## src/rtl/symbol_freq_counter.sv

```systemverilog
// Symbol frequency counter: tallies distinct bytes of a message,
// sorts them by ascending frequency and streams ranked records.
module symbol_freq_counter #(
  parameter int NUM_SLOTS = 6,
  parameter int FREQ_W    = 32,
  parameter int SYM_W     = 8
) (
  input  logic              clk,
  input  logic              ctrl_reset_n,
  input  logic              in_valid,
  output logic              in_ready,
  input  logic [SYM_W-1:0]  in_byte,
  input  logic              in_last,
  output logic              out_valid,
  input  logic              out_ready,
  output logic [SYM_W-1:0]  out_ascii,
  output logic [FREQ_W-1:0] out_freq,
  output logic [7:0]        out_queuePos,
  output logic              out_last,
  output logic [7:0]        num_symbols,
  output logic              overflow,
  output logic              busy
);

  localparam int CW = $clog2(NUM_SLOTS + 1);
  localparam int IW = (NUM_SLOTS > 1) ? $clog2(NUM_SLOTS) : 1;
  localparam int KW = FREQ_W + SYM_W + 1;

  typedef enum logic [1:0] {
    S_COUNT,
    S_SORT,
    S_EMIT
  } state_e;

  state_e            state_q, state_d;
  logic              valid_q [NUM_SLOTS];
  logic              valid_d [NUM_SLOTS];
  logic [SYM_W-1:0]  ascii_q [NUM_SLOTS];
  logic [SYM_W-1:0]  ascii_d [NUM_SLOTS];
  logic [FREQ_W-1:0] freq_q  [NUM_SLOTS];
  logic [FREQ_W-1:0] freq_d  [NUM_SLOTS];
  logic [CW-1:0]     pass_q, pass_d;
  logic [7:0]        rank_q, rank_d;
  logic [7:0]        num_q, num_d;
  logic              ovf_q, ovf_d;
  logic              hit, found;
  logic [IW-1:0]     idx;

  // Invalid slots carry a set MSB so they always sink to the end.
  function automatic logic [KW-1:0] key_of(
    input logic              v,
    input logic [FREQ_W-1:0] f,
    input logic [SYM_W-1:0]  a
  );
    return {~v, f, a};
  endfunction

  assign idx          = rank_q[IW-1:0];
  assign in_ready     = (state_q == S_COUNT);
  assign busy         = (state_q == S_SORT) || (state_q == S_EMIT);
  assign out_valid    = (state_q == S_EMIT) && (num_q != 8'd0);
  assign out_ascii    = ascii_q[idx];
  assign out_freq     = freq_q[idx];
  assign out_queuePos = rank_q;
  assign out_last     = out_valid && (rank_q == num_q - 8'd1);
  assign num_symbols  = num_q;
  assign overflow     = ovf_q;

  // Next-state: counting, one sort pass per cycle, record streaming.
  always_comb begin
    state_d = state_q;
    valid_d = valid_q;
    ascii_d = ascii_q;
    freq_d  = freq_q;
    pass_d  = pass_q;
    rank_d  = rank_q;
    num_d   = num_q;
    ovf_d   = ovf_q;
    hit     = 1'b0;
    found   = 1'b0;
    unique case (state_q)
      S_COUNT: begin
        if (in_valid) begin
          for (int i = 0; i < NUM_SLOTS; i++) begin
            if (valid_q[i] && ascii_q[i] == in_byte) begin
              hit = 1'b1;
              if (freq_q[i] != '1)
                freq_d[i] = freq_q[i] + FREQ_W'(1);
            end
          end
          if (!hit) begin
            for (int i = 0; i < NUM_SLOTS; i++) begin
              if (!found && !valid_q[i]) begin
                found      = 1'b1;
                valid_d[i] = 1'b1;
                ascii_d[i] = in_byte;
                freq_d[i]  = FREQ_W'(1);
              end
            end
            if (found) num_d = num_q + 8'd1;
            else       ovf_d = 1'b1;
          end
          if (in_last) begin
            state_d = S_SORT;
            pass_d  = '0;
          end
        end
      end
      S_SORT: begin
        for (int i = 0; i < NUM_SLOTS - 1; i++) begin
          if ((i % 2) == int'(pass_q[0])) begin
            if (key_of(valid_q[i], freq_q[i], ascii_q[i]) >
                key_of(valid_q[i+1], freq_q[i+1], ascii_q[i+1])) begin
              valid_d[i]   = valid_q[i+1];
              ascii_d[i]   = ascii_q[i+1];
              freq_d[i]    = freq_q[i+1];
              valid_d[i+1] = valid_q[i];
              ascii_d[i+1] = ascii_q[i];
              freq_d[i+1]  = freq_q[i];
            end
          end
        end
        pass_d = pass_q + CW'(1);
        if (pass_q == CW'(NUM_SLOTS - 1)) begin
          state_d = S_EMIT;
          rank_d  = '0;
        end
      end
      S_EMIT: begin
        if (num_q == 8'd0) begin
          state_d = S_COUNT;
        end else if (out_ready) begin
          if (out_last) begin
            state_d = S_COUNT;
            rank_d  = '0;
            num_d   = '0;
            for (int i = 0; i < NUM_SLOTS; i++) begin
              valid_d[i] = 1'b0;
              ascii_d[i] = '0;
              freq_d[i]  = '0;
            end
          end else begin
            rank_d = rank_q + 8'd1;
          end
        end
      end
      default: state_d = S_COUNT;
    endcase
  end

  // State and slot table registers.
  always_ff @(posedge clk or negedge ctrl_reset_n) begin
    if (!ctrl_reset_n) begin
      state_q <= S_COUNT;
      pass_q  <= '0;
      rank_q  <= '0;
      num_q   <= '0;
      ovf_q   <= 1'b0;
      for (int i = 0; i < NUM_SLOTS; i++) begin
        valid_q[i] <= 1'b0;
        ascii_q[i] <= '0;
        freq_q[i]  <= '0;
      end
    end else begin
      state_q <= state_d;
      pass_q  <= pass_d;
      rank_q  <= rank_d;
      num_q   <= num_d;
      ovf_q   <= ovf_d;
      for (int i = 0; i < NUM_SLOTS; i++) begin
        valid_q[i] <= valid_d[i];
        ascii_q[i] <= ascii_d[i];
        freq_q[i]  <= freq_d[i];
      end
    end
  end

endmodule

```

## config.mk

```make
export PLATFORM = sky130hd
export DESIGN_NAME = symbol_freq_counter
export DESIGN_NICKNAME = d
export VERILOG_FILES = /design/src/rtl/symbol_freq_counter.sv
export SDC_FILE = /design/constraint.sdc
export NUM_CORES = 2
export LEC_CHECK = 0
export CORE_MARGIN = 3
export CORE_UTILIZATION = 50
export CTS_BUF_LIST = sky130_fd_sc_hd__clkbuf_8
export DETAILED_ROUTE_END_ITERATION = 16
export GPL_TIMING_DRIVEN = 0
export PLACE_DENSITY_LB_ADDON = 0.15
export SETUP_SLACK_MARGIN = 0.02
export SKIP_CTS_REPAIR_TIMING = 1
export SLEW_MARGIN = 20
export SYNTH_ARGS = -nofsm -noshare
export SYNTH_HDL_FRONTEND = slang
export SYNTH_SLANG_ARGS = --single-unit
```

## constraint.sdc

```tcl
create_clock -name clk -period 9.95 [get_ports clk]
set_input_delay 1.99 -clock clk [delete_from_list [all_inputs] [get_ports clk]]
set_output_delay 1.99 -clock clk [all_outputs]
set_load 0.1 [all_outputs]
```

# After elaboration in Yosys (flattened, before gate mapping)
# Cells that the tools add are included.
[classes]
n_shift = 0
reduce_logical = 46
div_mod_pow = 0
n_lt_le_gt_ge = 6
n_bitwise = 9
n_eq_ne = 35
n_mul = 0
mux = 137
addsub = 10
[op_table]
columns = ["cell", "count"]
rows = [
  ["$mux W192", 5],
  ["$mux W32", 20],
  ["$mux W64", 10],
  ["$pmux W192 S3", 1],
  ["$mux W48", 5],
  ["$gt A41 B41 Y1", 5],
  ["$add A32 B1 Y32 const B", 6],
  ["$ne A32 B32 Y1 const B", 6],
  ["$mux W16", 10],
  ["$mux W8", 18],
  ["$pmux W48 S3", 1],
  ["$bmux W32 S3", 1],
  ["$eq A8 B8 Y1", 7],
  ["$reduce_and A7 Y1", 7],
  ["$mux W1", 37],
  ["$mux W2", 16],
  ["$pmux W8 S2", 2],
  ["$mux W6", 5],
  ["$bmux W8 S3", 1],
  ["$ne A2 B1 Y1 const B", 10],
  ["$pmux W6 S3", 1],
  ["$reduce_and A9 Y1", 2],
  ["$add A8 B1 Y8 const B", 2],
  ["$ne A2 B2 Y1 const B", 7],
  ["other kinds (24)", 58],
]
[word_totals]
word_cells = 266
regBits = 268
romBits = 0
latchBits = 0
output_inout_bits = 61
input_bits = 13
n_memories = 0
ram_bits = 0

# Depth between registers and ports, before layout
[depth]
ltp_word = 47
mapped_depth = 14
depth_no_buf = 10

# Worst setup path after synthesis
# Ideal clock, no wire load.
[synth_path]
path_kind = "reg2out"
from = "register rank_q[0] (netlist: out_queuePos[0])"
to = "output out_ascii[0]"
setup_slack_ns = 3.690
arrival_ns = 4.270
path_stages_with_launch = 7
required_time_ns = 7.960
path_buffers = 4
path_cell_list = "dfrtp_1 > buf_1 > buf_2 > clkbuf_1 > buf_1 > mux2i_1 > o22ai_1"
[synth_via]
elab_chain_len = 4
[synth_rtl]
columns = ["element", "line", "source"]
rows = [
  ["start: declaration", "43", "logic [7:0] rank_q, rank_d;"],
  ["start signal: assignment", "167", "rank_q <= rank_d;"],
  ["$not A3 Y4 (not written as such)", "62", "assign out_ascii = ascii_q[idx];"],
  ["$bmux W8 S3", "62", ""],
  ["$mux W8 (not written as such) (2 in series)", "62", ""],
  ["end: declaration", "16", "output logic [SYM_W-1:0] out_ascii,"],
]
# No other way between the ends. The select of a mux whose other input is x is not followed.

# Final worst setup path
[layout_path]
from = "register rank_q[0] (netlist: out_queuePos[0])"
to = "output out_freq[21]"
[layout_via]
elab_chain_len = 4
[layout_rtl]
columns = ["element", "line", "source"]
rows = [
  ["$not A3 Y4 (not written as such)", "63", "assign out_freq = freq_q[idx];"],
  ["$bmux W32 S3", "63", ""],
  ["$mux W32 (not written as such) (2 in series)", "63", ""],
  ["end: declaration", "17", "output logic [FREQ_W-1:0] out_freq,"],
]
# No other way between the ends. The select of a mux whose other input is x is not followed.

==> impl_metrics.csv <==
group,metric,value,unit
setup_path,rrSetupSlack,4200,ps
final_layout,syn2layout_area_growth,10.24,%
route,routed_wl,145.8,mm
floorplanning,die_width,244.2,um
final_layout,final_cell_mix,"inv_1 (305), a21oi_1 (271), dfrtp_1 (268)",
floorplanning,placementRows,86,
placed_design,dp.cells,4480,
pwr,p_sw_share,63.07,%
timing,tightest_slew,1402,ps
clock_network,numCtsBuffers,56,
pwr,vdd_drop_max,0.0003230,V
timing,holdWs,537.0,ps
synthesis,synth_edf_count,0,
route,drtIter0Drc,4745,
setup_path,crit_top_cell,"buf_1",
pwr,pwr-share-seq,15.0,%
floorplanning,core,55630,um^2
synthesis,synth.distinct_cells,94,
synthesis,ys_ff_latch,268,
floorplanning,die-area,59640,um^2
final_layout,mostFrequentLayoutCell,"inv_1",
setup_path,cp.buffers_inverters,5,
timing,fin_skew,55.71,ps
setup_path,max_stage_delay,1000,ps
setup_path,crit_fanout,10,
final_layout,final-instance-count-excl-fill,4584,
final_layout,drive_gt1_share,7.335,%
min_path,min_path_type,"reg2reg",
setup_path,crit_type,"reg2out",
timing,max_freq,0.1338,GHz
pwr,power.leakage,11.82,nW
synthesis,syn-cell-area,28370,um^2
synthesis,synthArstFlopShare,100.0,%
flow_run,cap_violations,0,
synthesis,syn_avg_cell_area,7.748,um^2
floorplanning,io_pins,74,
outcome,status,"completed",
pwr,internal_power,0.004799,W
floorplanning,start_util,51.01,%
grt,grt_pass1_wl,208.5,mm
placed_design,dpl.hpwl,114.9,mm
route,num_vias,32910,
pwr,p_sw,0.008196,W
pwr,clkPwrFrac,9.9,%
timing,post-route-min-period,7472,ps
timing,period_share,75.10,%
setup_path,startpoint_type,"flop",
clock_network,clock_path_buffers,3,
synthesis,synth_cells,3662,
grt,grt_max_degree,92,
clock_network,cts_root_buf,"clkbuf_8",
route,firstDrtPassIters,7,
synthesis,synth_nets,3898,
final_layout,postLayoutCoreUtil,56.23,%
pwr,p_comb_share,75.1,%
route,routed_wire_length_per_instance,31.80,um
grt,first_global_vias,30620,
setup_path,critPathRequiredTime,7960,ps
route,viasPerCell,7.180,
grt,antenna_found_initial,7,
setup_path,endpoint_kind,"output port",
timing,rsz0062_at_grt,"no",
timing,finalSetupViolCount,0,
route,drc,0,
setup_path,worstPathArrival,5480,ps
setup_path,slowest_stage,"clkdlybuf4s50_1",
placed_design,port_buffers,65,
synthesis,yosysWarnings,0,
synthesis,synthFlopType,"dfrtp_1",
floorplanning,dieHeight,244.2,um
timing,relSlewSlack,6.008,%
grt,grtUsageTotal,47.36,%
pwr,power-per-cell-area,415.4,nW/um^2
final_layout,layout.nets,4026,
clock_network,cts_tree,"yes",
timing,slew_violations,0,
clock_network,insertion_delay,750,ps
clock_network,ctsHtreeMaxLevel,2,
placed_design,gp_congestion,1.047,
synthesis,synth-seq-area-share,23.64,%
timing,hold_viol,0,
setup_path,crit_path_cell_trace,"buf_1, buf_2, clkbuf_2, buf_1, mux2i_1, o22ai_1, clkdlybuf4s50_1",
route,ant_nets,0,
clock_network,cts.sinks,268,
setup_path,cp_top_family,"buffers and inverters",
clock_network,clkSlewWorstSetupHoldPaths,60,ps
grt,overflow,0,
## cell usage after synthesis, types with 40 or more instances
master	instances	share of area (%)
nand4_1	104	2.3
mux2i_1	105	3.7
a211oi_1	93	2.5
o21ai_0	263	4.6
ha_1	223	9.8
o22ai_1	70	1.5
buf_2	57	1.0
o211ai_1	86	2.3
nor4_1	58	1.3
and3_1	45	0.99
xnor2_1	57	1.8
nor3_1	201	3.5
o31ai_1	50	1.3
nand3_1	165	2.9
or3_1	40	0.88
mux4_2	40	3.2
a31oi_1	50	1.1
nor2_1	194	2.6
clkbuf_1	208	2.8
inv_1	289	3.8
nand2_1	237	3.1
dfrtp_1	268	24
a21oi_1	271	4.8
## power by group through the flow
stage	sequential [W]	combinational (W)	clock, W
after floorplan	0.00181	0.00580	0
after global placement	0.00192	0.00916	0
after detailed placement	0.00192	0.00924	0
after CTS	0.00190	0.00927	0.00127
after global routing	0.00197	0.0101	0.00132
final	0.00195	0.00976	0.00128
## layer usage
metal  up-vias  track usage (%)  wire length, um
li1      14120                -                -
met1     15680            59.35            53830
met2      2475            68.36            60020
met3       633            13.66            18020
met4         8            36.43            13710
met5         -            1.144              197
## state kept, by name, indices dropped and copies added (netlist names)
name	cells
freq_q	192
ascii_q	48
num_symbols	8
out_queuePos	8
valid_q	6
pass_q	3
state_q	2
overflow	1
## worst reg2reg max path, cell delays in order, from the launching register on
cell and delay (ps):
dfrtp_1 510, inv_1 110, ha_1 280, o21ba_2 220, a221oi_2 260, a21oi_1 100, nor4_2 950, a21oi_4 350
nor3_2 1200, buf_2 530, clkbuf_1 660, o21ai_0 270, o21ai_0 230
## path summary, 6_finish.rpt
check                           startpoint      endpoint  depth (start not counted)
max                        out_queuePos[0]  out_freq[21]                          7
min                              pass_q[1]     pass_q[1]                          2
max reg2reg                 num_symbols[0]    freq_q[65]                         12
min reg2reg                      pass_q[1]     pass_q[1]                          2
max in group asynchronous     ctrl_reset_n   freq_q[188]                          3
min in group asynchronous     ctrl_reset_n     pass_q[1]                          1
## layout make-up
type | count | area [um^2]
Inverter | 289 | 1085
Buffer | 306 | 1355
Clock buffer | 73 | 1005
Multi-Input combinational cell | 2799 | 19280
Fill cell | 5519 | 24350
Tap cell | 748 | 935.9
Antenna cell | 5 | 12.51
Clock inverter | 26 | 141.4
Sequential cell | 268 | 6706
Timing Repair Buffer | 70 | 760.7
## cell families after synthesis
kind of cell	Yosys count	synth area share (%)
adder cells (fa/ha/maj)	223	9.833
XOR/XNOR	66	2.037
AO/OA/AOI/OAI	1167	26.81
AND/OR/NAND/NOR	1197	22.18
flip-flops	268	23.64
multiplexers	146	6.919
buffers and inverters	595	8.585
## per-stage QoR
step / total power [W] / area, um^2 / setup slack [ps] / setup TNS, ps
after CTS: 0.01245 / 31240 / 2590 / 0
final: 0.01300 / 31280 / 2478 / 0
after floorplan: 0.007611 / 28370 / 3690 / 0
after global placement: 0.01108 / 29960 / -5937 / -1572010
after global routing: 0.01336 / 31280 / 2386 / 0
after detailed placement: 0.01115 / 30100 / 3367 / 0
Power figures use the tool's default switching activity.
